**config.mk**
```make
export PLATFORM = sky130hd
export DESIGN_NAME = cla_pipe_adder16
export DESIGN_NICKNAME = d
export VERILOG_FILES = /design/src/rtl/cla_pipe_adder16.sv
export SDC_FILE = /design/constraint.sdc
export NUM_CORES = 1
export LEC_CHECK = 0
export BUFFER_PORTS_ARGS = -buffer_cell sky130_fd_sc_hd__buf_4
export CAP_MARGIN = 10
export CORE_ASPECT_RATIO = 0.5
export CORE_MARGIN = 3
export CORE_UTILIZATION = 60
export CTS_BUF_LIST = sky130_fd_sc_hd__clkbuf_2
export DETAILED_ROUTE_END_ITERATION = 8
export HOLD_SLACK_MARGIN = 0.03
export PLACE_DENSITY = 0.82
export RECOVER_POWER = 100
export SYNTH_ARGS = -nofsm -noshare
export SYNTH_HDL_FRONTEND = slang
export SYNTH_SLANG_ARGS = --single-unit
```
**constraint.sdc**
```tcl
create_clock -name clk -period 2.4 [get_ports clk]
set_input_delay 0.36 -clock clk [delete_from_list [all_inputs] [get_ports clk]]
set_output_delay 0.36 -clock clk [all_outputs]
set_load 0.05 [all_outputs]
```
**src/rtl/cla_pipe_adder16.sv**
```systemverilog
// -----------------------------------------------------------------------------
// cla_pipe_adder16
//   Two-stage pipelined carry-lookahead adder. The operands are split into
//   4-bit slices. Each slice produces a group propagate (PG) and a group
//   generate (GG). A second-level lookahead unit resolves the carries between
//   slices from those PG/GG pairs. Inside each slice, the standard 4-bit
//   lookahead equations then run from the slice's own carry-in.
//
//   Stage 1 registers the operands, the bit-level propagate/generate terms and
//   the per-slice PG/GG. Stage 2 resolves the carries and registers the sum
//   and the status flags. Valid/ready handshakes are provided on both sides.
//   The pipe accepts a new item on every clock while the consumer is ready.
//
// Ports
//   clk        clock, rising edge
//   rst        synchronous active-high reset; clears valids and all outputs
//   in_valid   A/B/c_in carry a valid operand set this cycle
//   in_ready   block can accept operands (combinational from out_ready)
//   A, B       operands (unsigned; signed view used for ovf)
//   c_in       carry into bit 0
//   out_valid  S/c_out/PG/GG/ovf hold a valid result
//   out_ready  consumer takes the result this cycle
//   S          A+B+c_in, low WIDTH bits
//   c_out      carry out of bit WIDTH-1
//   PG         block propagate (AND of all slice PGs)
//   GG         block generate (carry-out with c_in forced to 0)
//   ovf        signed overflow (carry into MSB xor carry out of MSB)
//
// WIDTH must be a multiple of 4.
// -----------------------------------------------------------------------------
module cla_pipe_adder16 #(
  parameter int WIDTH = 16
) (
  input  logic             clk,
  input  logic             rst,
  input  logic             in_valid,
  output logic             in_ready,
  input  logic [WIDTH-1:0] A,
  input  logic [WIDTH-1:0] B,
  input  logic             c_in,
  output logic             out_valid,
  input  logic             out_ready,
  output logic [WIDTH-1:0] S,
  output logic             c_out,
  output logic             PG,
  output logic             GG,
  output logic             ovf
);

  localparam int NSLICE = WIDTH / 4;

  // Group generate of one 4-bit slice.
  function automatic logic slice_gg(input logic [3:0] p4, input logic [3:0] g4);
    return g4[3]
         | (p4[3] & g4[2])
         | (p4[3] & p4[2] & g4[1])
         | (p4[3] & p4[2] & p4[1] & g4[0]);
  endfunction

  // Carries into bits 0..3 of one slice, from the slice carry-in ck.
  // Each carry is a flat two-level expression, not a ripple.
  function automatic logic [3:0] slice_carries(input logic [3:0] p4,
                                               input logic [3:0] g4,
                                               input logic       ck);
    logic [3:0] c;
    c[0] = ck;
    c[1] = g4[0] | (p4[0] & ck);
    c[2] = g4[1] | (p4[1] & g4[0]) | (p4[1] & p4[0] & ck);
    c[3] = g4[2] | (p4[2] & g4[1]) | (p4[2] & p4[1] & g4[0])
         | (p4[2] & p4[1] & p4[0] & ck);
    return c;
  endfunction

  // ---------------------------------------------------------------------------
  // State
  // ---------------------------------------------------------------------------
  logic              s1_valid_q, s1_valid_d;
  logic [WIDTH-1:0]  s1_a_q,     s1_a_d;
  logic [WIDTH-1:0]  s1_b_q,     s1_b_d;
  logic              s1_cin_q,   s1_cin_d;
  logic [WIDTH-1:0]  s1_p_q,     s1_p_d;
  logic [WIDTH-1:0]  s1_g_q,     s1_g_d;
  logic [NSLICE-1:0] s1_pg_q,    s1_pg_d;
  logic [NSLICE-1:0] s1_gg_q,    s1_gg_d;

  logic              out_valid_q, out_valid_d;
  logic [WIDTH-1:0]  s_q,         s_d;
  logic              c_out_q,     c_out_d;
  logic              pg_q,        pg_d;
  logic              gg_q,        gg_d;
  logic              ovf_q,       ovf_d;

  // ---------------------------------------------------------------------------
  // Handshake
  // ---------------------------------------------------------------------------
  logic s2_adv;
  logic in_xfer;

  // Stage 2 can take a new item when it is empty or is being drained this cycle.
  assign s2_adv   = !out_valid_q | out_ready;
  // Stage 1 can take a new item when it is empty or is moving into stage 2.
  assign in_ready = !s1_valid_q | s2_adv;
  assign in_xfer  = in_valid & in_ready;

  // ---------------------------------------------------------------------------
  // Stage 1: operand capture, bit and slice propagate/generate
  // ---------------------------------------------------------------------------
  always_comb begin
    logic [WIDTH-1:0] p_bits;
    logic [WIDTH-1:0] g_bits;

    p_bits     = A ^ B;
    g_bits     = A & B;

    s1_valid_d = s1_valid_q;
    s1_a_d     = s1_a_q;
    s1_b_d     = s1_b_q;
    s1_cin_d   = s1_cin_q;
    s1_p_d     = s1_p_q;
    s1_g_d     = s1_g_q;
    s1_pg_d    = s1_pg_q;
    s1_gg_d    = s1_gg_q;

    if (in_xfer) begin
      s1_valid_d = 1'b1;
      s1_a_d     = A;
      s1_b_d     = B;
      s1_cin_d   = c_in;
      s1_p_d     = p_bits;
      s1_g_d     = g_bits;
      for (int k = 0; k < NSLICE; k++) begin
        s1_pg_d[k] = &p_bits[4*k +: 4];
        s1_gg_d[k] = slice_gg(p_bits[4*k +: 4], g_bits[4*k +: 4]);
      end
    end else if (s2_adv) begin
      // Any held item has moved on to stage 2, and nothing replaced it.
      s1_valid_d = 1'b0;
    end
  end

  // ---------------------------------------------------------------------------
  // Stage 2: second-level lookahead, sum and flags
  // ---------------------------------------------------------------------------
  always_comb begin
    logic [NSLICE:0]  ck;      // slice carries from the real c_in
    logic [NSLICE:0]  ck_gen;  // slice carries with c_in forced to 0 (for GG)
    logic [WIDTH-1:0] bit_c;   // carry into every bit position

    ck        = '0;
    ck_gen    = '0;
    bit_c     = '0;
    ck[0]     = s1_cin_q;
    ck_gen[0] = 1'b0;
    for (int k = 0; k < NSLICE; k++) begin
      ck[k+1]     = s1_gg_q[k] | (s1_pg_q[k] & ck[k]);
      ck_gen[k+1] = s1_gg_q[k] | (s1_pg_q[k] & ck_gen[k]);
      bit_c[4*k +: 4] = slice_carries(s1_p_q[4*k +: 4], s1_g_q[4*k +: 4], ck[k]);
    end

    out_valid_d = out_valid_q;
    s_d         = s_q;
    c_out_d     = c_out_q;
    pg_d        = pg_q;
    gg_d        = gg_q;
    ovf_d       = ovf_q;

    if (s2_adv) begin
      out_valid_d = s1_valid_q;
      // Result registers load only with a real item. This keeps the last
      // result visible but flagged invalid when the pipe drains.
      if (s1_valid_q) begin
        s_d     = s1_a_q ^ s1_b_q ^ bit_c;
        c_out_d = ck[NSLICE];
        pg_d    = &s1_pg_q;
        gg_d    = ck_gen[NSLICE];
        ovf_d   = bit_c[WIDTH-1] ^ ck[NSLICE];
      end
    end
  end

  // ---------------------------------------------------------------------------
  // Registers
  // ---------------------------------------------------------------------------
  always_ff @(posedge clk) begin
    if (rst) begin
      s1_valid_q  <= 1'b0;
      s1_a_q      <= '0;
      s1_b_q      <= '0;
      s1_cin_q    <= 1'b0;
      s1_p_q      <= '0;
      s1_g_q      <= '0;
      s1_pg_q     <= '0;
      s1_gg_q     <= '0;
      out_valid_q <= 1'b0;
      s_q         <= '0;
      c_out_q     <= 1'b0;
      pg_q        <= 1'b0;
      gg_q        <= 1'b0;
      ovf_q       <= 1'b0;
    end else begin
      s1_valid_q  <= s1_valid_d;
      s1_a_q      <= s1_a_d;
      s1_b_q      <= s1_b_d;
      s1_cin_q    <= s1_cin_d;
      s1_p_q      <= s1_p_d;
      s1_g_q      <= s1_g_d;
      s1_pg_q     <= s1_pg_d;
      s1_gg_q     <= s1_gg_d;
      out_valid_q <= out_valid_d;
      s_q         <= s_d;
      c_out_q     <= c_out_d;
      pg_q        <= pg_d;
      gg_q        <= gg_d;
      ovf_q       <= ovf_d;
    end
  end

  assign out_valid = out_valid_q;
  assign S         = s_q;
  assign c_out     = c_out_q;
  assign PG        = pg_q;
  assign GG        = gg_q;
  assign ovf       = ovf_q;

endmodule

```
* After elaboration in Yosys (flattened, before gate mapping)
Cells that the tools add are included.
** Storage, ports and cells
- Register bits :: 93
- Input bits :: 37
** Operators by class
- Mux-type cells :: 2
- Bitwise gates (word level) :: 114
- Reduce and logical (&&, ||, !) cells :: 9
** Operators with widths (count)
- bitwise AND 1 bit :: 64
- XOR 16 bit :: 3
- bitwise OR 1 bit :: 45
- AND reduction 4 bit :: 5
- bitwise AND 16 bit :: 1
- logical NOT 1 bit :: 2
- two-way mux 1 bit :: 2
- AND reduction 2 bit :: 1
- nonzero test 2 bit :: 1
- XOR 1 bit :: 1

* Depth between registers and ports, before layout
Gate-level depths: netlist (run 1).
- Depth after elaboration :: 9
- Gate-level depth with buffers :: 6
- Gate-level depth less buffers :: 5

* Worst setup path after synthesis (run 1)
OpenSTA, ideal clock, no wires.
- Path type :: reg-to-reg
- From :: register out_valid_q, in the netlist out_valid
- To :: register s1_a_q[10]
- Setup time :: 0.132 ns
- Data arrival time :: 1.967 ns
- Required time :: 2.268 ns
- Setup slack :: 0.301 ns
- Stages on the path, launching flop included :: 7
- Path through :: dfxtp_1 > nand3b_1 > and2_1 > buf_2 > buf_2 > nand2_1 > a21oi_1
** On the way
- Word-level cells in the longest chain between the ends :: 4
** RTL lines
- start, declared :: RTL line 86 : logic out_valid_q, out_valid_d;
- start signal, assigned :: RTL line 209 : out_valid_q <= out_valid_d;
- logical NOT 1 bit :: RTL line 100 : assign s2_adv = !out_valid_q | out_ready;
- bitwise OR 1 bit :: RTL line 100
- bitwise OR 1 bit :: RTL line 102 : assign in_ready = !s1_valid_q | s2_adv;
- net in_ready :: RTL line 37 : output logic in_ready,
- bitwise AND 1 bit :: RTL line 103 : assign in_xfer = in_valid & in_ready;
- end signal, assigned :: RTL line 187 : s1_a_q <= '0;
- end signal, assigned :: RTL line 202 : s1_a_q <= s1_a_d;
- end, declared :: RTL line 78 : logic [WIDTH-1:0] s1_a_q, s1_a_d;
The timed path passes the listed nets, and every way through them passes these cells.
A chain may end at the register's enable or synchronous reset.

* Final worst setup path (run 1)
- From :: register s1_valid_q
- To :: output port in_ready
** On the way
- Word-level cells in the longest chain between the ends :: 2
** RTL lines
- start, declared :: RTL line 77 : logic s1_valid_q, s1_valid_d;
- start signal, assigned :: RTL line 201 : s1_valid_q <= s1_valid_d;
- logical NOT 1 bit :: RTL line 102
- bitwise OR 1 bit :: RTL line 102
- end, declared :: RTL line 37
Every way passes these cells.

==> results of run 1 <==
routing by layer:
layer | vias up | routed length (um) | global-route usage (%)
met5 | - | 0 | 0
met4 | 0 | 106 | 7.96
met3 | 10 | 442 | 6.45
met2 | 85 | 3940 | 38.0
met1 | 1613 | 4450 | 33.0
li1 | 1829 | - | -
worst max-delay path by stage:
stage / to / slack, ps / cells past startpoint
3_3_place_gp: s1_gg_q[0]$_SDFFE_PP0P_ / 450 / 5
4_1_cts: s1_gg_q[3]$_SDFFE_PP0P_ / 460 / 4
3_5_place_dp: s1_gg_q[3]$_SDFFE_PP0P_ / 380 / 5
6_report: in_ready / 440 / 2
5_1_grt: s1_pg_q[1]$_SDFFE_PP0P_ / 250 / 4
2_1_floorplan: s1_a_q[10]$_SDFFE_PP0P_ / 300 / 6
sequential cells by signal, summed over array words and instances, names as in the netlist:
register    cells
S              16
s1_a_q         16
s1_b_q         16
s1_g_q         12
s1_p_q         12
s1_gg_q         4
s1_pg_q         4
GG              1
PG              1
c_out           1
out_valid       1
ovf             1
s1_cin_q        1
s1_valid_q      1
worst max-delay path: cells and delay by family, from the launching register on:
family        cells  cell delay [ps]
simple gates      1              170
flops             1              390
buf+inv           1              490
power by group:
group          total (mW)  internal (mW)  switching [mW]  leakage [nW]
sequential           1.60           1.53          0.0693         0.715
combinational       0.566          0.233           0.334          1.05
clock               0.605          0.144           0.462        0.0595
through the flow:
stage / util, % / setup slack (ps) / std cells / power [mW]
after detailed placement: 70.6 / 384 / 609 / 2.17
after floorplan: - / 301 / 490 / 2.01
after CTS: 77.2 / 460 / 658 / 2.80
final: 75.7 / 441 / 658 / 2.77
after global routing: 75.7 / 246 / 658 / 2.92
after global placement: 70.6 / 450 / 609 / 2.16
cell usage after synthesis (2+ instances only):
master | count | area (sq um)
nor2_1 | 29 | 109
o21ai_0 | 12 | 60.1
xor2_1 | 5 | 43.8
o21a_1 | 2 | 15.0
nor2b_1 | 6 | 37.5
ha_1 | 16 | 200
clkbuf_8 | 4 | 55.1
clkbuf_1 | 11 | 41.3
o31ai_1 | 2 | 15.0
a211oi_1 | 15 | 113
nor4_1 | 3 | 18.8
dfxtp_1 | 87 | 1740
o21ai_1 | 2 | 10.0
xnor2_1 | 20 | 175
o211ai_1 | 2 | 15.0
or3_1 | 4 | 25.0
nand2b_1 | 2 | 12.5
and4_1 | 7 | 61.3
a211oi_2 | 2 | 25.0
o2111ai_1 | 2 | 17.5
nand3_1 | 4 | 20.0
a21oi_1 | 76 | 380
buf_2 | 12 | 60.1
nand3b_1 | 2 | 15.0
and2_1 | 2 | 12.5
inv_1 | 6 | 22.5
a311oi_1 | 4 | 35.0
nand2_1 | 132 | 495
buf_6 | 3 | 33.8
final cells by class:
| class | instances | area [sq um] |
|---|---|---|
| clock buffer | 13 | 65.1 |
| fill | 506 | 1520 |
| multi-input combinational | 367 | 2080 |
| tap | 88 | 110 |
| inverter | 6 | 22.5 |
| clock inverter | 2 | 8.76 |
| timing repair buffer | 95 | 726 |
| sequential | 87 | 1740 |
kinds of logic after synthesis:
family	share of synthesized area, %
and+or+nand+nor	21.2
buffers and inverters	5.27
DFF	43.1
AOI/OAI and AO/OA	20.0
xor gates and xnor gates	5.42
adders and majority gates	4.96
==> summary.md, run 1 <==
| Metric | Value |
|---|---|
| Final setup skew | `21.2 ps` |
| RSZ-0062 raised after global routing | `no` |
| Sequential fraction of the synthesis area | `43.1%` |
| Vias in the first global route | `3272` |
| Least-Margin Pin Slew | `1190 ps` |
| Worst-path fanout max | `5` |
| Largest net degree at the start of global routing | `70` |
| Die width | `122 um` |
| Slew margin rel. | `20.3%` |
| Endpoint type of the worst setup path | `output pin` |
| Max cap viols | `0` |
| Layout cells sized above 1 | `11.1%` |
| Synth-to-Final Area Change | `17.8%` |
| Vias | `3537` |
| Routed vias/inst | `5.38` |
| Total negative setup slack | `0 ps` |
| Commonest cells after routing, fill and taps aside | `nand2_1 (131), dfxtp_1 (87), a21oi_1 (76), buf_4 (37), dlygate4sd3_1 (34)` |
| Post-route minimum period | `1960 ps` |
| Synth Register Bits | `87` |
| GRT overflow | `0` |
| CP max stage cell | `clkbuf_1` |
| Slew Limit Fails | `0` |
| Peak supply drop | `0.388 mV` |
| Fmax | `511 MHz` |
| Post-synthesis cell count | `490` |
| Status | `completed` |
| First-pass GRT wire length | `15100 um` |
| Wire per inst | `13.6 um` |
| Initial antenna violation count | `0` |
| Die area | `7810 sq um` |
| Hold Path Depth | `3` |
| Reg2Reg Depth | `4` |
| Clk Latency, worst-skew pair | `560 ps` |
| Initial DRC Count | `248` |
| Fin area | `4760 sq um` |
| Layout Nets | `619` |
| Async set-reset flop share out of synthesis | `0%` |
| Final ANT Viol Nets | `0` |
| P_leak | `1.83 nW` |
| Top_reg_cell synth | `dfxtp_1` |
| DRC viols | `0` |
| Mapped cell area | `4040 sq um` |
| Placement Cell Area | `4430 sq um` |
| H-tree depth reported by CTS | `3` |
| RePlAce Congestion | `0.762` |
| Hold Buf Count CTS | `34` |
| Synth warn | `0` |
| Distinct cells, synth | `45` |
| CP peak stage delay | `490 ps` |
| WL final | `8940 um` |
| Port bufs | `58` |
| CTS clock-pin slew for the worst setup and hold paths | `200 ps` |
| Hpwl dp | `5660 um` |
| WHS | `149 ps` |
| Hold_sp | `out_ready` |
| Row count | `20` |
| Crit Path Category | `register to output pin` |
| Die Height | `64.0 um` |
| Critical path cell sequence | `nand3b_1 > clkbuf_1` |
| Postcts setup bufs | `0` |
| Starting Density | `64.3%` |
| CP Launch Type | `register` |
| Hold EP | `s1_valid_q$_SDFFE_PP0P_` |
| Leading cell type in the layout, fill and taps excluded | `nand2_1` |
| Cts repair resizes | `0` |
| Worst Setup SP | `s1_valid_q$_SDFFE_PP0P_` |
| Worst reg2reg path startpoint | `s1_valid_q$_SDFFE_PP0P_` |
| # setup viols final | `0` |
| Worst R2R End | `s1_b_q[10]$_SDFFE_PP0P_` |
| # diodes | `0` |
| R2r setup slk | `440 ps` |
| IO Pins | `59` |
| Final Cycle Share | `81.6%` |
| Core Region | `6280 sq um` |
| CTS Buf Count | `9` |
| HP Class | `input port to register` |
| Synthesized area per cell | `8.24 sq um` |
| Max clock buf depth | `2` |
| Crit path DAT | `1600 ps` |
| Mapped Nets | `543` |
| DR pass1 iterations | `5` |
| Sink Count | `87` |
| TritonCTS clock tree | `done` |
| Total track usage | `24.3%` |
| Pwr Density | `583 nW/um^2` |
| Worst EP required | `2040 ps` |
| CTS root buf | `clkbuf_2` |
| Hold Fails Final Rpt | `0` |
| Number of synthesized flops with an enable pin | `0` |
Note: power is estimated with default switching activity, not from simulation.
==> inputs of run 2 (changes only) <==
CORE_UTILIZATION = 53   (was 60)
PLACE_DENSITY = 0.77   (was 0.82)
clock period = 1.65 ns   (was 2.4 ns; I/O delays follow)
==> run 2 against run 1 <==
Effect of this change: first-iteration DRC count is 2.0% lower; clock power is 100% higher; clock skew is 2.4 ps higher; hold slack worse by 64 ps; flip-flop and latch count stayed put; sequential share of layout area is 1.8 points lower; cell area is 5.3% higher; via count is 1.0% higher; combinational power is 56% higher; highest routed layer unchanged; setup slack worse by 370 ps; count of clock-buffer cells in the layout is 2 lower.
==> summary.md, run 2 (synthesis gave the netlist of run 1 again) <==
| Metric | Value |
|---|---|
| Post-route minimum period | `1580 ps` |
| # setup viols final | `0 (unchanged)` |
| Initial DRC Count | `243 (was 248)` |
| Hold_sp | `rst (was out_ready)` |
| Vias | `3573 (was 3537)` |
| Die Height | `67.7 um (was 64.0 um)` |
| WHS | `84.7 ps (was 149 ps)` |
| RSZ-0062 raised after global routing | `yes (was no)` |
| CTS root buf | `clkbuf_2 (unchanged)` |
| H-tree depth reported by CTS | `3 (unchanged)` |
| Finished Layout Cells | `676 (was 658)` |
| Starting Density | `57.6% (was 64.3%)` |
| Row count | `21 (was 20)` |
| Total track usage | `22.9% (was 24.3%)` |
| TritonCTS clock tree | `done (unchanged)` |
| DR pass1 iterations | `4 (was 5)` |
| Least-Margin Pin Slew | `389 ps (was 1190 ps)` |
| HP Class | `input port to register (unchanged)` |
| Max clock buf depth | `2 (unchanged)` |
| Port bufs | `58 (unchanged)` |
| Core Region | `7020 sq um (was 6280 sq um)` |
| Hold EP | `s1_b_q[6]$_SDFFE_PP0P_ (was s1_valid_q$_SDFFE_PP0P_)` |
| Routed vias/inst | `5.29 (was 5.38)` |
| Hold Fails Final Rpt | `0 (unchanged)` |
| Final Cycle Share | `96.0%` |
| Layout cells sized above 1 | `17.5% (was 11.1%)` |
| Crit Path Category | `input port to output pin (was register to output pin)` |
| Worst Setup SP | `out_ready (was s1_valid_q$_SDFFE_PP0P_)` |
| CP max stage cell | `dlygate4sd3_1 (was clkbuf_1)` |
| Pwr Density | `883 nW/um^2 (was 583 nW/um^2)` |
| CTS Buf Count | `9 (unchanged)` |
| Total negative setup slack | `0 ps (unchanged)` |
| P_leak | `2.01 nW (was 1.83 nW)` |
| Status | `completed (unchanged)` |
| Max cap viols | `0 (unchanged)` |
| Worst reg2reg path startpoint | `s1_pg_q[0]$_SDFFE_PP0P_ (was s1_valid_q$_SDFFE_PP0P_)` |
| Die area | `8770 sq um (was 7810 sq um)` |
| Final ANT Viol Nets | `0 (unchanged)` |
| CP peak stage delay | `530 ps (was 490 ps)` |
| Worst EP required | `1400 ps (was 2040 ps)` |
| Final setup skew | `23.6 ps (was 21.2 ps)` |
| # diodes | `0 (unchanged)` |
| Synth-to-Final Area Change | `24.0% (was 17.8%)` |
| Peak supply drop | `0.458 mV (was 0.388 mV)` |
| Overall Power | `4.42 mW (was 2.77 mW)` |
| Sink Count | `87 (unchanged)` |
| Layout Nets | `632 (was 619)` |
| WL final | `9500 um (was 8940 um)` |
| Vias in the first global route | `3300 (was 3272)` |
| Wire per inst | `14.1 um (was 13.6 um)` |
| IO Pins | `59 (unchanged)` |
| RePlAce Congestion | `0.802 (was 0.762)` |
| Worst R2R End | `S[14]$_SDFFE_PP0P_ (was s1_b_q[10]$_SDFFE_PP0P_)` |
| DRC viols | `0 (unchanged)` |
| Hpwl dp | `6420 um (was 5660 um)` |
| Hold Path Depth | `2 (was 3)` |
| CTS clock-pin slew for the worst setup and hold paths | `220 ps (was 200 ps)` |
| Final core occ | `71.4% (was 75.7%)` |
| GRT overflow | `0 (unchanged)` |
| Clk Latency, worst-skew pair | `550 ps (was 560 ps)` |
| First-pass GRT wire length | `15700 um (was 15100 um)` |
| Endpoint type of the worst setup path | `output pin (unchanged)` |
| Critical path cell sequence | `dlygate4sd3_1 > clkbuf_4 > nand3b_1 > buf_6 (was nand3b_1 > clkbuf_1)` |
| Fmax | `631 MHz` |
| Reg2Reg Depth | `4 (unchanged)` |
| CP Launch Type | `input port (was register)` |
| Met3 Use GR | `5.29% (was 6.45%)` |
| Leading cell type in the layout, fill and taps excluded | `nand2_1 (unchanged)` |
| Slew Limit Fails | `0 (unchanged)` |
| Commonest cells after routing, fill and taps aside | `nand2_1 (131), dfxtp_1 (84), a21oi_1 (76), buf_4 (43), dlygate4sd3_1 (35) (was nand2_1 (131), dfxtp_1 (87), a21oi_1 (76), buf_4 (37), dlygate4sd3_1 (34))` |
| Worst-path fanout max | `2 (was 5)` |
| Die width | `129 um (was 122 um)` |
| # fillers | `590 (was 506)` |
| Grt met1 use | `31.4% (was 33.0%)` |
| Largest net degree at the start of global routing | `59 (was 70)` |
| Crit path DAT | `1340 ps (was 1600 ps)` |
| Initial antenna violation count | `0 (unchanged)` |
| R2r setup slk | `90 ps (was 440 ps)` |
| Placed cells | `624 (was 609)` |
| Gr busiest metal | `met2 (unchanged)` |
| Slew margin rel. | `73.9% (was 20.3%)` |
| Global Route met2 Usage | `36.5% (was 38.0%)` |
==> run 2: timing repair <==
item | in CTS | in global routing
gates resized for setup | 2 | 3
pin swaps | 1 | 0
gates cloned | 0 | 0
setup buffers | 1 | 0
endpoints found under the setup margin | 1 | 13
hold buffers | 35 | 0
endpoints found under the hold margin | 35 | 0
==> run 2: worst max-delay path by stage <==
stage                        endpoint  slack (ps)  cells past startpoint
2_1_floorplan  s1_p_q[1]$_SDFFE_PP0P_         -70                      6
3_3_place_gp        S[9]$_SDFFE_PP0P_         130                      6
3_5_place_dp        S[3]$_SDFFE_PP0P_          30                      6
4_1_cts              ovf$_SDFFE_PP0P_           3                      4
5_1_grt            S[11]$_SDFFE_PP0P_         -10                      4
6_report                     in_ready          70                      4
==> run 2: stage by stage <==
step | setup WS, ps | instance area, sq um
finish | 66.4 | 5010
global route | -10.6 | 5010
CTS | 3.18 | 5070
detailed placement | 34.4 | 4580
global placement | 128 | 4580
floorplan | -66.0 | 4090
==> run 2: cell type report <==
cell class	count	area, sq um	share of cell area (%)
inverter	6	22.5	0.450
clock buffer	11	55.1	1.10
tap	92	115	2.30
multi-input combinational	367	2090	41.7
sequential	87	1750	34.8
clock inverter	5	72.6	1.45
timing repair buffer	108	907	18.1
==> run 2: critical path: cells and delay by family <==
| family | cells | cell delay, ps |
|---|---|---|
| AND/OR/NAND/NOR | 1 | 220 |
| buffers and inverters | 3 | 860 |
==> run 2: routing by layer <==
layer	wire length, um	part of all wire [%]	vias up
met4	78	0.82	0
met5	0	0	-
met1	4590	48	1612
met3	488	5.1	8
met2	4340	46	93
li1	-	-	1860
==> run 2: power breakdown <==
group	internal (mW)	switching, mW
sequential	2.23	0.0994
combinational	0.383	0.500
clock	0.502	0.708
